## config.mk

```make
export PLATFORM = sky130hd
export DESIGN_NAME = multdiv_unit_flat
export DESIGN_NICKNAME = d
export VERILOG_FILES = /design/src/rtl/multdiv_pkg.sv /design/src/rtl/multdiv_if.sv /design/src/rtl/multdiv_step.sv /design/src/rtl/multdiv_unit.sv /design/src/flat_wrapper.sv
export SDC_FILE = /design/constraint.sdc
export NUM_CORES = 1
export LEC_CHECK = 0
export CORE_AREA = 2 2 164 166
export CTS_CLUSTER_DIAMETER = 30
export DETAILED_ROUTE_END_ITERATION = 16
export DIE_AREA = 0 0 166 168
export MAX_ROUTING_LAYER = met4
export PLACE_DENSITY = 0.78
export SLEW_MARGIN = 0
export SYNTH_ARGS = -nofsm -noshare
export SYNTH_HDL_FRONTEND = slang
export SYNTH_SLANG_ARGS = --single-unit
export TNS_END_PERCENT = 50
```

## constraint.sdc

```tcl
create_clock -name clock -period 5.5 [get_ports clock]
set_input_delay 1.1 -clock clock [delete_from_list [all_inputs] [get_ports clock]]
set_output_delay 1.1 -clock clock [all_outputs]
set_load 0.02 [all_outputs]
```

## src/rtl/multdiv_pkg.sv

```systemverilog
// Shared types and constants for the iterative multiply/divide unit.
package multdiv_pkg;

  localparam int unsigned WORD_W = 32;
  localparam int unsigned ITERS  = 32;
  localparam int unsigned CNT_W  = 6;
  localparam logic [WORD_W-1:0] INT_MIN = 32'h8000_0000;

  typedef enum logic [1:0] {
    StIdle = 2'd0,
    StRun  = 2'd1,
    StDone = 2'd2
  } state_e;

  typedef enum logic {
    OpMult = 1'b0,
    OpDiv  = 1'b1
  } op_e;

  // Unsigned magnitude of a two's complement word; INT_MIN maps to 2^31.
  function automatic logic [WORD_W-1:0] magnitude(input logic [WORD_W-1:0] v);
    return v[WORD_W-1] ? (~v + 1'b1) : v;
  endfunction

endpackage

```

## src/rtl/multdiv_if.sv

```systemverilog
// Operand/control/result bundle between the execute stage and the mult/div unit.
interface multdiv_if;
  import multdiv_pkg::*;

  logic [WORD_W-1:0] data_operandA;
  logic [WORD_W-1:0] data_operandB;
  logic              ctrl_MULT;
  logic              ctrl_DIV;
  logic [WORD_W-1:0] data_result;
  logic              data_exception;
  logic              data_resultRDY;
  logic              busy;

  modport master (
    output data_operandA, data_operandB, ctrl_MULT, ctrl_DIV,
    input  data_result, data_exception, data_resultRDY, busy
  );

  modport slave (
    input  data_operandA, data_operandB, ctrl_MULT, ctrl_DIV,
    output data_result, data_exception, data_resultRDY, busy
  );

endinterface

```

## src/rtl/multdiv_step.sv

```systemverilog
// One iteration of the datapath: shift-add for multiply, restoring shift-subtract for divide.
// acc holds {hi, lo}: for multiply hi is the partial product and lo the remaining multiplier;
// for divide hi is the partial remainder and lo the dividend shifting into the quotient.
module multdiv_step
  import multdiv_pkg::*;
(
  input  op_e                 op_i,
  input  logic [2*WORD_W-1:0] acc_i,
  input  logic [WORD_W-1:0]   b_i,
  output logic [2*WORD_W-1:0] acc_o
);

  logic [WORD_W:0]   sum;
  logic [WORD_W-1:0] rem_shift;
  logic [WORD_W:0]   diff;

  // Single-iteration next value of the accumulator.
  always_comb begin
    // 33-bit add keeps the carry that shifts into the product's top bit.
    sum = {1'b0, acc_i[2*WORD_W-1:WORD_W]} + (acc_i[0] ? {1'b0, b_i} : '0);
    // The remainder stays below the divisor (<= 2^31), so its top bit is always zero.
    rem_shift = {acc_i[2*WORD_W-2:WORD_W], acc_i[WORD_W-1]};
    diff      = {1'b0, rem_shift} - {1'b0, b_i};
    if (op_i == OpMult) begin
      acc_o = {sum, acc_i[WORD_W-1:1]};
    end else if (diff[WORD_W]) begin
      acc_o = {rem_shift, acc_i[WORD_W-2:0], 1'b0};
    end else begin
      acc_o = {diff[WORD_W-1:0], acc_i[WORD_W-2:0], 1'b1};
    end
  end

endmodule

```

## src/rtl/multdiv_unit.sv

```systemverilog
// Iterative signed 32-bit multiply/divide unit: fixed 32-iteration latency, sign fix-up at DONE.
module multdiv_unit
  import multdiv_pkg::*;
(
  input  logic            clock,
  input  logic            resetn,
  multdiv_if.slave        bus_io
);

  state_e              state_q, state_d;
  logic [CNT_W-1:0]    cnt_q, cnt_d;
  op_e                 op_q, op_d;
  logic                neg_q, neg_d;
  logic                bzero_q, bzero_d;
  logic [2*WORD_W-1:0] acc_q, acc_d;
  logic [WORD_W-1:0]   b_q, b_d;
  logic [WORD_W-1:0]   res_q, res_d;
  logic                exc_q, exc_d;

  logic [2*WORD_W-1:0] acc_step;
  logic [2*WORD_W-1:0] prod_signed;
  logic [WORD_W-1:0]   quot_signed;
  logic [WORD_W-1:0]   fin_res;
  logic                fin_exc;
  logic                launch;

  multdiv_step u_step (
    .op_i  (op_q),
    .acc_i (acc_q),
    .b_i   (b_q),
    .acc_o (acc_step)
  );

  // Sign fix-up and exception detection on the final iteration's output.
  always_comb begin
    prod_signed = neg_q ? (~acc_step + 1'b1) : acc_step;
    quot_signed = neg_q ? (~acc_step[WORD_W-1:0] + 1'b1) : acc_step[WORD_W-1:0];
    if (op_q == OpMult) begin
      fin_res = prod_signed[WORD_W-1:0];
      fin_exc = prod_signed[2*WORD_W-1:WORD_W] != {WORD_W{prod_signed[WORD_W-1]}};
    end else if (bzero_q) begin
      fin_res = '0;
      fin_exc = 1'b1;
    end else begin
      fin_res = quot_signed;
      // A positive quotient with bit 31 set is only reachable as INT_MIN / -1.
      fin_exc = !neg_q && acc_step[WORD_W-1];
    end
  end

  // Next-state logic; a launch in any state restarts from count 0 with fresh operands.
  always_comb begin
    state_d = state_q;
    cnt_d   = cnt_q;
    op_d    = op_q;
    neg_d   = neg_q;
    bzero_d = bzero_q;
    acc_d   = acc_q;
    b_d     = b_q;
    res_d   = res_q;
    exc_d   = exc_q;
    launch  = bus_io.ctrl_MULT | bus_io.ctrl_DIV;

    unique case (state_q)
      StIdle: ;
      StRun: begin
        acc_d = acc_step;
        cnt_d = cnt_q + 1'b1;
        if (cnt_q == CNT_W'(ITERS - 1)) begin
          state_d = StDone;
          res_d   = fin_res;
          exc_d   = fin_exc;
        end
      end
      StDone:  state_d = StIdle;
      default: state_d = StIdle;
    endcase

    if (launch) begin
      state_d = StRun;
      cnt_d   = '0;
      op_d    = bus_io.ctrl_MULT ? OpMult : OpDiv;
      neg_d   = bus_io.data_operandA[WORD_W-1] ^ bus_io.data_operandB[WORD_W-1];
      bzero_d = bus_io.data_operandB == '0;
      b_d     = magnitude(bus_io.data_operandB);
      acc_d   = {{WORD_W{1'b0}}, magnitude(bus_io.data_operandA)};
      // A discarded op never reaches DONE, so it must not touch the held result.
      res_d   = res_q;
      exc_d   = exc_q;
    end
  end

  // State and datapath registers.
  always_ff @(posedge clock or negedge resetn) begin
    if (!resetn) begin
      state_q <= StIdle;
      cnt_q   <= '0;
      op_q    <= OpMult;
      neg_q   <= 1'b0;
      bzero_q <= 1'b0;
      acc_q   <= '0;
      b_q     <= '0;
      res_q   <= '0;
      exc_q   <= 1'b0;
    end else begin
      state_q <= state_d;
      cnt_q   <= cnt_d;
      op_q    <= op_d;
      neg_q   <= neg_d;
      bzero_q <= bzero_d;
      acc_q   <= acc_d;
      b_q     <= b_d;
      res_q   <= res_d;
      exc_q   <= exc_d;
    end
  end

  assign bus_io.data_result    = res_q;
  assign bus_io.data_exception = exc_q;
  assign bus_io.data_resultRDY = state_q == StDone;
  assign bus_io.busy           = state_q != StIdle;

endmodule
```

## src/flat_wrapper.sv

```systemverilog
// flat-port wrapper written by rule: the top's interface ports become plain ports
module multdiv_unit_flat import multdiv_pkg::*;
  (clock, resetn, bus_io_data_operandA, bus_io_data_operandB, bus_io_ctrl_MULT, bus_io_ctrl_DIV, bus_io_data_result, bus_io_data_exception, bus_io_data_resultRDY, bus_io_busy);
  multdiv_if bus_io_i ();
  input  logic clock;
  input  logic resetn;
  input wire logic [$bits(bus_io_i.data_operandA)-1:0] bus_io_data_operandA;
  input wire logic [$bits(bus_io_i.data_operandB)-1:0] bus_io_data_operandB;
  input wire logic [$bits(bus_io_i.ctrl_MULT)-1:0] bus_io_ctrl_MULT;
  input wire logic [$bits(bus_io_i.ctrl_DIV)-1:0] bus_io_ctrl_DIV;
  output wire logic [$bits(bus_io_i.data_result)-1:0] bus_io_data_result;
  output wire logic [$bits(bus_io_i.data_exception)-1:0] bus_io_data_exception;
  output wire logic [$bits(bus_io_i.data_resultRDY)-1:0] bus_io_data_resultRDY;
  output wire logic [$bits(bus_io_i.busy)-1:0] bus_io_busy;
  assign bus_io_i.data_operandA = bus_io_data_operandA;
  assign bus_io_i.data_operandB = bus_io_data_operandB;
  assign bus_io_i.ctrl_MULT = bus_io_ctrl_MULT;
  assign bus_io_i.ctrl_DIV = bus_io_ctrl_DIV;
  assign bus_io_data_result = bus_io_i.data_result;
  assign bus_io_data_exception = bus_io_i.data_exception;
  assign bus_io_data_resultRDY = bus_io_i.data_resultRDY;
  assign bus_io_busy = bus_io_i.busy;
  multdiv_unit u_core (.clock(clock), .resetn(resetn), .bus_io(bus_io_i));
endmodule
```

# Word level (Yosys, flattened, before mapping)
# Index checks and enable logic that the tools add are counted.
dict set report op_classes {
  addsub 7
  eq_ne 6
  mux 19
  bitwise 7
  n_reduce_logical 8
}
# op count
set op_table {}
lappend op_table {{64-bit 2-to-1 mux} 5}
lappend op_table {{32-bit 2-to-1 mux} 6}
lappend op_table {{32-bit by 1-bit adder with 32-bit output, second input constant} 3}
lappend op_table {{32-bit NOT} 3}
lappend op_table {{64-bit by 1-bit adder with 64-bit output, second input constant} 1}
lappend op_table {{64-bit NOT} 1}
lappend op_table {{32-bit by 33-bit adder with 33-bit output} 1}
lappend op_table {{32-bit by 32-bit subtractor with 33-bit output} 1}
lappend op_table {{32-bit zero test} 1}
lappend op_table {{32-bit inequality test} 1}
lappend op_table {{6-bit 2-to-1 mux} 2}
lappend op_table {{6-bit by 1-bit adder with 6-bit output, second input constant} 1}
lappend op_table {{6-bit by 5-bit equality test with 1-bit output, second input constant} 1}
lappend op_table {{2-bit 2-to-1 mux} 2}
lappend op_table {{2-bit case mux with 2 select lines} 1}
lappend op_table {{2-bit nonzero test} 2}
lappend op_table {{1-bit 2-to-1 mux} 3}
lappend op_table {{3-bit by 1-bit inequality test with 1-bit output, second input constant} 1}
lappend op_table {{3-bit AND reduction} 1}
lappend op_table {{2-bit by 1-bit equality test with 1-bit output, second input constant} 1}
lappend op_table {{2-bit equality test, second input constant} 1}
lappend op_table {{2-bit zero test} 1}
lappend op_table {{2-bit by 1-bit inequality test with 1-bit output, second input constant} 1}
lappend op_table {{2-bit AND reduction} 1}
lappend op_table {{other kinds (5)} 5}
dict set report word_totals {
  regBits 140
  inputBits 68
  output_inout_bits 35
  word_cells 56
}

# Depth between registers and ports, before layout
dict set report logic_depth {
  word_depth 8
  ltp_mapped 25
  ltp_nobuf 24
}

# Cells and area by module
# Synthesis repeated with hierarchy kept, for this count alone.
dict set report unflattened {
  cells_unflattened 1715
  area_unflattened_um2 13226.4
}
# module n_inst cells_each area_per_inst_um2 seq_area_each_um2
set modules_own_cells {}
lappend modules_own_cells {multdiv_unit 1 1038 8584.5 3503.4}
lappend modules_own_cells {multdiv_step 1 677 4642.0 0.0}

# Worst setup path before layout
# OpenSTA, ideal clock, no wires.
dict set report synth_timing {
  path_type {register -> register}
  startpoint {register u_core.acc_q[31]}
  endpoint {register u_core.exc_q, in the netlist u_core.bus_io.data_exception}
  setup_ns 0.119
  arrival_ns 5.043
  required_ns 5.381
  setup_slack_ns 0.338
  path_stages_with_launch 26
  path_buffers 1
  synth_period_minus_slack_ns 5.162
  cell_sequence {dfrtp_1 > inv_1 > ha_1 > fa_1 > nand2b_1 > a21o_1 > a211o_1 > and4_4 > buf_6 > nor3_1 > a21oi_1 > ha_1 > nand2_1 > nor2_1 > nand4_1 > nor3_1 > a211oi_1 > nand3b_1 > nor2_8 > a41oi_2 > xor2_1 > or3b_1 > mux2_2 > nor4_1 > and4b_1 > nor2_1}
}
dict set report synth_between {
  elab_chain_len 8
}
# element line_no
set synth_rtl {}
lappend synth_rtl {{start: declaration} multdiv_unit.sv:15} ;# logic [2*WORD_W-1:0] acc_q, acc_d;
lappend synth_rtl {{start signal: assignment} multdiv_unit.sv:101} ;# acc_q <= '0;
lappend synth_rtl {{start signal: assignment} multdiv_unit.sv:111} ;# acc_q <= acc_d;
lappend synth_rtl {{32-bit by 32-bit subtractor with 33-bit output} multdiv_step.sv:23} ;# diff = {1'b0, rem_shift} - {1'b0, b_i};
lappend synth_rtl {{64-bit 2-to-1 mux} multdiv_step.sv:26} ;# end else if (diff[WORD_W]) begin
lappend synth_rtl {{64-bit 2-to-1 mux *} multdiv_step.sv:24} ;# if (op_i == OpMult) begin
lappend synth_rtl {{64-bit NOT} multdiv_unit.sv:36} ;# prod_signed = neg_q ? (~acc_step + 1'b1) : acc_step;
lappend synth_rtl {{64-bit by 1-bit adder with 64-bit output} multdiv_unit.sv:36}
lappend synth_rtl {{64-bit 2-to-1 mux *} multdiv_unit.sv:36}
lappend synth_rtl {{32-bit inequality test *} multdiv_unit.sv:40} ;# fin_exc = prod_signed[2*WORD_W-1:WORD_W] != {WORD_W{prod_signed[WORD_W-1]}};
lappend synth_rtl {{1-bit 2-to-1 mux *} multdiv_unit.sv:38} ;# if (op_q == OpMult) begin
lappend synth_rtl {{end signal: assignment} multdiv_unit.sv:104} ;# exc_q <= 1'b0;
lappend synth_rtl {{end signal: assignment} multdiv_unit.sv:114} ;# exc_q <= exc_d;
lappend synth_rtl {{end: declaration} multdiv_unit.sv:18} ;# logic exc_q, exc_d;
# Every way passes the cells marked *; elsewhere a longest branch is shown, timed or not.
# A chain may end at the register's enable or synchronous reset.

# Worst setup path in the final report
dict set report layout_timing {
  startpoint {register u_core.acc_q[0]}
  endpoint {register u_core.exc_q, in the netlist u_core.bus_io.data_exception}
}
dict set report layout_between {
  elab_chain_len 8
  word_cells_on_any_way 11
  classes_between {add/sub: 2; eq/ne: 1; mux: 6; bitwise: 1; reduce/logical: 1}
}
# element line_no
set layout_rtl {}
lappend layout_rtl {{32-bit 2-to-1 mux} multdiv_step.sv:20} ;# sum = {1'b0, acc_i[2*WORD_W-1:WORD_W]} + (acc_i[0] ? {1'b0, b_i} : '0);
lappend layout_rtl {{32-bit by 33-bit adder with 33-bit output} multdiv_step.sv:20}
lappend layout_rtl {{64-bit 2-to-1 mux *} multdiv_step.sv:24}
lappend layout_rtl {{64-bit NOT} multdiv_unit.sv:36}
lappend layout_rtl {{64-bit by 1-bit adder with 64-bit output} multdiv_unit.sv:36}
lappend layout_rtl {{64-bit 2-to-1 mux} multdiv_unit.sv:36}
lappend layout_rtl {{32-bit inequality test} multdiv_unit.sv:40}
lappend layout_rtl {{1-bit 2-to-1 mux *} multdiv_unit.sv:38}
# Marked as above.

==> flow_metrics.env <==
export IMPL_syn_area_mm2=0.0142
export IMPL_vias=15100
export IMPL_finClkSkew_ns=0.0136
export IMPL_numCtsBuffers=17
export IMPL_min_period_ns=5.37
export IMPL_r2r_setup_slack_ns=0.13
export IMPL_die_w_um=166
export IMPL_fmax_mhz=186
export IMPL_timing_rr_end="u_core.bus_io.data_exception"
export IMPL_place_hpwl_um=37300
export IMPL_chipHeight_um=168
export IMPL_required_ns=5.84
export IMPL_ys_flop_type="dfrtp_1"
export IMPL_gr_total_overflow=0
export IMPL_hold_buffers=0
export IMPL_setup_violations=0
export IMPL_p_leak_nw=7.00
export IMPL_synth_edff_count=0
export IMPL_track_usage_pct=36.0
export IMPL_hold_path_class="flop to flop"
export IMPL_core_area_mm2=0.0264
export IMPL_wirelength_um=49700
export IMPL_tritoncts="built"
export IMPL_holdWs_ns=0.481
export IMPL_p_per_area_mw_per_mm2=244
export IMPL_route_detailed_drc=0
export IMPL_startpoint="u_core.acc_q[0]"
export IMPL_ys_seq_area_share_pct=24.7
export IMPL_finalNetCount=2080
export IMPL_reg2reg_depth=19
export IMPL_rows=60
export IMPL_grt_max_degree=100
export IMPL_dpl_cell_area_mm2=0.0158
export IMPL_dr_pass1_iters=6
export IMPL_fin_area_mm2=0.0166
export IMPL_endpoint="u_core.bus_io.data_exception"
export IMPL_maxSlewViolCount=0
export IMPL_power_mw=4.05
export IMPL_syn_area_per_cell_um2=7.71
export IMPL_synth_seq_cells=140
export IMPL_place_gp_congestion=1.05
export IMPL_cp_data_arrival_time_ns=5.70
export IMPL_portBuffers=102
export IMPL_cap_violations=0
export IMPL_htreeDepth=4
export IMPL_yosys_warnings=0
export IMPL_path_clk_slew_ns=0.07
export IMPL_hold_viol=0
export IMPL_dieArea_mm2=0.0279
export IMPL_outcome="complete, no violations"
export IMPL_r2r_start="u_core.acc_q[0]"
export IMPL_syn2layout_area_growth_pct=17.0
export IMPL_place_ws_ns=0.0345
export IMPL_drtIter0Drc=1985
export IMPL_post_drt_wl_per_cell_um=21.6
export IMPL_antenna_found_initial=2
export IMPL_cts_root_buffer="clkbuf_16"
export IMPL_start_util_pct=53.8
export IMPL_clockBufferDepth=2
export IMPL_viasPerCell=6.59
export IMPL_grt_pass1_wl_um=77800
export IMPL_synth_nets=1977
export IMPL_startpoint_type="flop"
export IMPL_async_reset_ff_share_pct=100
export IMPL_setup_worst_path_end_class="flop"
export IMPL_timing_slew_headroom_pct=24.6
export IMPL_fin_tns_setup_ns=0
export IMPL_insertion_delay_ns=0.44
export IMPL_worst_pin_slew_ns=1.13
export IMPL_irDropWorstVdd_v=0.000182
export IMPL_io_pins=103
export IMPL_fin_crit_sh_pct=97.6
export IMPL_final_layout_size_suffix_gt1_share_pct=10.3
export IMPL_grt_pass1_vias=13800
export IMPL_cts_sinks=140
export IMPL_syn_instance_count=1839
export IMPL_setup_ws_ns=0.134
export IMPL_postRouteAntennaNets=0
export IMPL_crit_type="flop to flop"
export IMPL_crit_path_max_fanout=14
export IMPL_holdCritStartpoint="u_core.bus_io.data_result[10]"
export IMPL_ys_types=104
## cells in the mapped netlist, types with 10 or more instances
master	instances	area [µm²]
o211ai_1	21	158
o31ai_1	30	225
o41ai_1	14	123
nand4_1	24	150
dfrtp_1	140	3500
o21a_1	12	90.1
nor4_1	14	87.6
xnor2_1	71	622
xor2_1	82	718
mux2i_1	40	400
nor3_1	41	205
ha_1	68	851
nand2_1	229	860
nand2b_1	14	87.6
or4_1	17	128
and3_1	11	68.8
or2_2	12	75.1
a21oi_1	127	636
nor2_1	133	499
and2_1	45	282
a21o_1	30	225
a31oi_1	22	138
nor2b_1	11	68.8
clkbuf_1	74	278
o21ai_0	160	801
nand3_1	41	205
inv_1	62	233
or3_1	28	175
a211oi_1	43	323
nor3b_1	13	97.6
o22ai_1	14	87.6
buf_1	10	37.5
buf_2	18	90.1
## worst min path at each step
stage / to / cells after the start
finish: u_core.bus_io.data_result[10] / 2
global route: u_core.bus_io.data_result[10] / 2
CTS: u_core.bus_io.data_result[10] / 2
detailed placement: u_core.bus_io.data_result[10] / 2
global placement: u_core.bus_io.data_result[13] / 2
floorplan: u_core.b_q[17] / 2
## logic make-up (layout without fill, tap and decap cells)
family                     Yosys count  after routing  synth area share [%]
and+or+nand+nor                    687            687                  25.0
AOI/OAI and AO/OA                  575            575                  26.6
buffers and inverters              168            283                  4.71
xor gates and xnor gates           153            153                  9.45
DFF                                140            140                  24.7
adders and majority gates           70             70                  6.28
muxes                               46             46                  3.30
other                                0              2                     0
## layout by cell type (no fill, tap or decap), types with 38 or more instances in the layout
cell             netlist  layout
mux2i_1               40      40
xnor2_1               71      71
ha_1                  68      64
a211oi_1              43      42
o21ai_0              160     159
nor2_1               133     130
buf_4                  0      86
and2_1                45      45
clkdlybuf4s50_1        0     101
nor3_1                41      38
inv_1                 62      62
xor2_1                82      82
nand2_1              229     229
nand3_1               41      41
a21oi_1              127     124
dfrtp_1              140     139
## stage by stage
| step | cells | util, % |
|---|---|---|
| 3_3_place_gp | 2260 | 60.1 |
| 4_1_cts | 2291 | 62.3 |
| 2_1_floorplan | 1839 | - |
| 3_5_place_dp | 2260 | 60.1 |
| 5_1_grt | 2297 | 62.9 |
| 6_report | 2297 | 62.9 |
## area by class of cell
type                    count  area (µm²)
clock inverters            12         128
clock buffers              19         453
flip-flops and latches    140        3510
well taps                 341         427
fillers                  2372        9770
repair buffers            188        1670
diodes                      2        5.00
multi-input cells        1531       10200
inverters                  64         240
## metal layers
| layer | up-vias | track usage [%] | routed length (µm) |
|---|---|---|---|
| met1 | 7213 | 51.8 | 21900 |
| met4 | 0 | 9.98 | 1330 |
| met5 | - | - | 0 |
| li1 | 6956 | - | - |
| met3 | 111 | 6.86 | 5370 |
| met2 | 848 | 51.6 | 21100 |
## timing repair
action | CTS | global route
gates resized for setup | 1 | 26
setup endpoints to repair | 1 | 1
setup buffers | 0 | 4
pin swaps | 0 | 8
## power breakdown
part | leakage (nW) | total, mW | switching [mW] | internal, mW
registers | 1.80 | 1.20 | 0.0939 | 1.10
clock network | 0.277 | 1.19 | 0.533 | 0.657
logic | 4.93 | 1.66 | 1.02 | 0.646
total | 7.00 | 4.05 | 1.64 | 2.41
## sequential cells by signal, summed over array words and instances (netlist names)
signal / flops
u_core.cnt_q: 6
u_core.bzero_q: 1
u_core.bus_io.data_result: 32
u_core.op_q: 1
u_core.state_q: 2
u_core.b_q: 32
u_core.bus_io.data_exception: 1
u_core.neg_q: 1
u_core.acc_q: 64
## worst max-delay path, stage by stage, from the launching register on
cell and delay [ns]:
dfrtp_1 0.42, buf_4 0.21, and2_1 0.18, fa_1 0.48, a21o_1 0.22, a311o_1 0.40
a211oi_2 0.22, buf_4 0.20, nor3_1 0.12, o31ai_1 0.56, o21bai_1 0.17, xor2_1 0.17
a21oi_1 0.24, nand4_1 0.21, or3_1 0.37, o31ai_2 0.25, xnor2_1 0.15, o41ai_1 0.40
and4b_1 0.24, nor2_1 0.04
No activity file was read; power rests on OpenSTA's default activity.
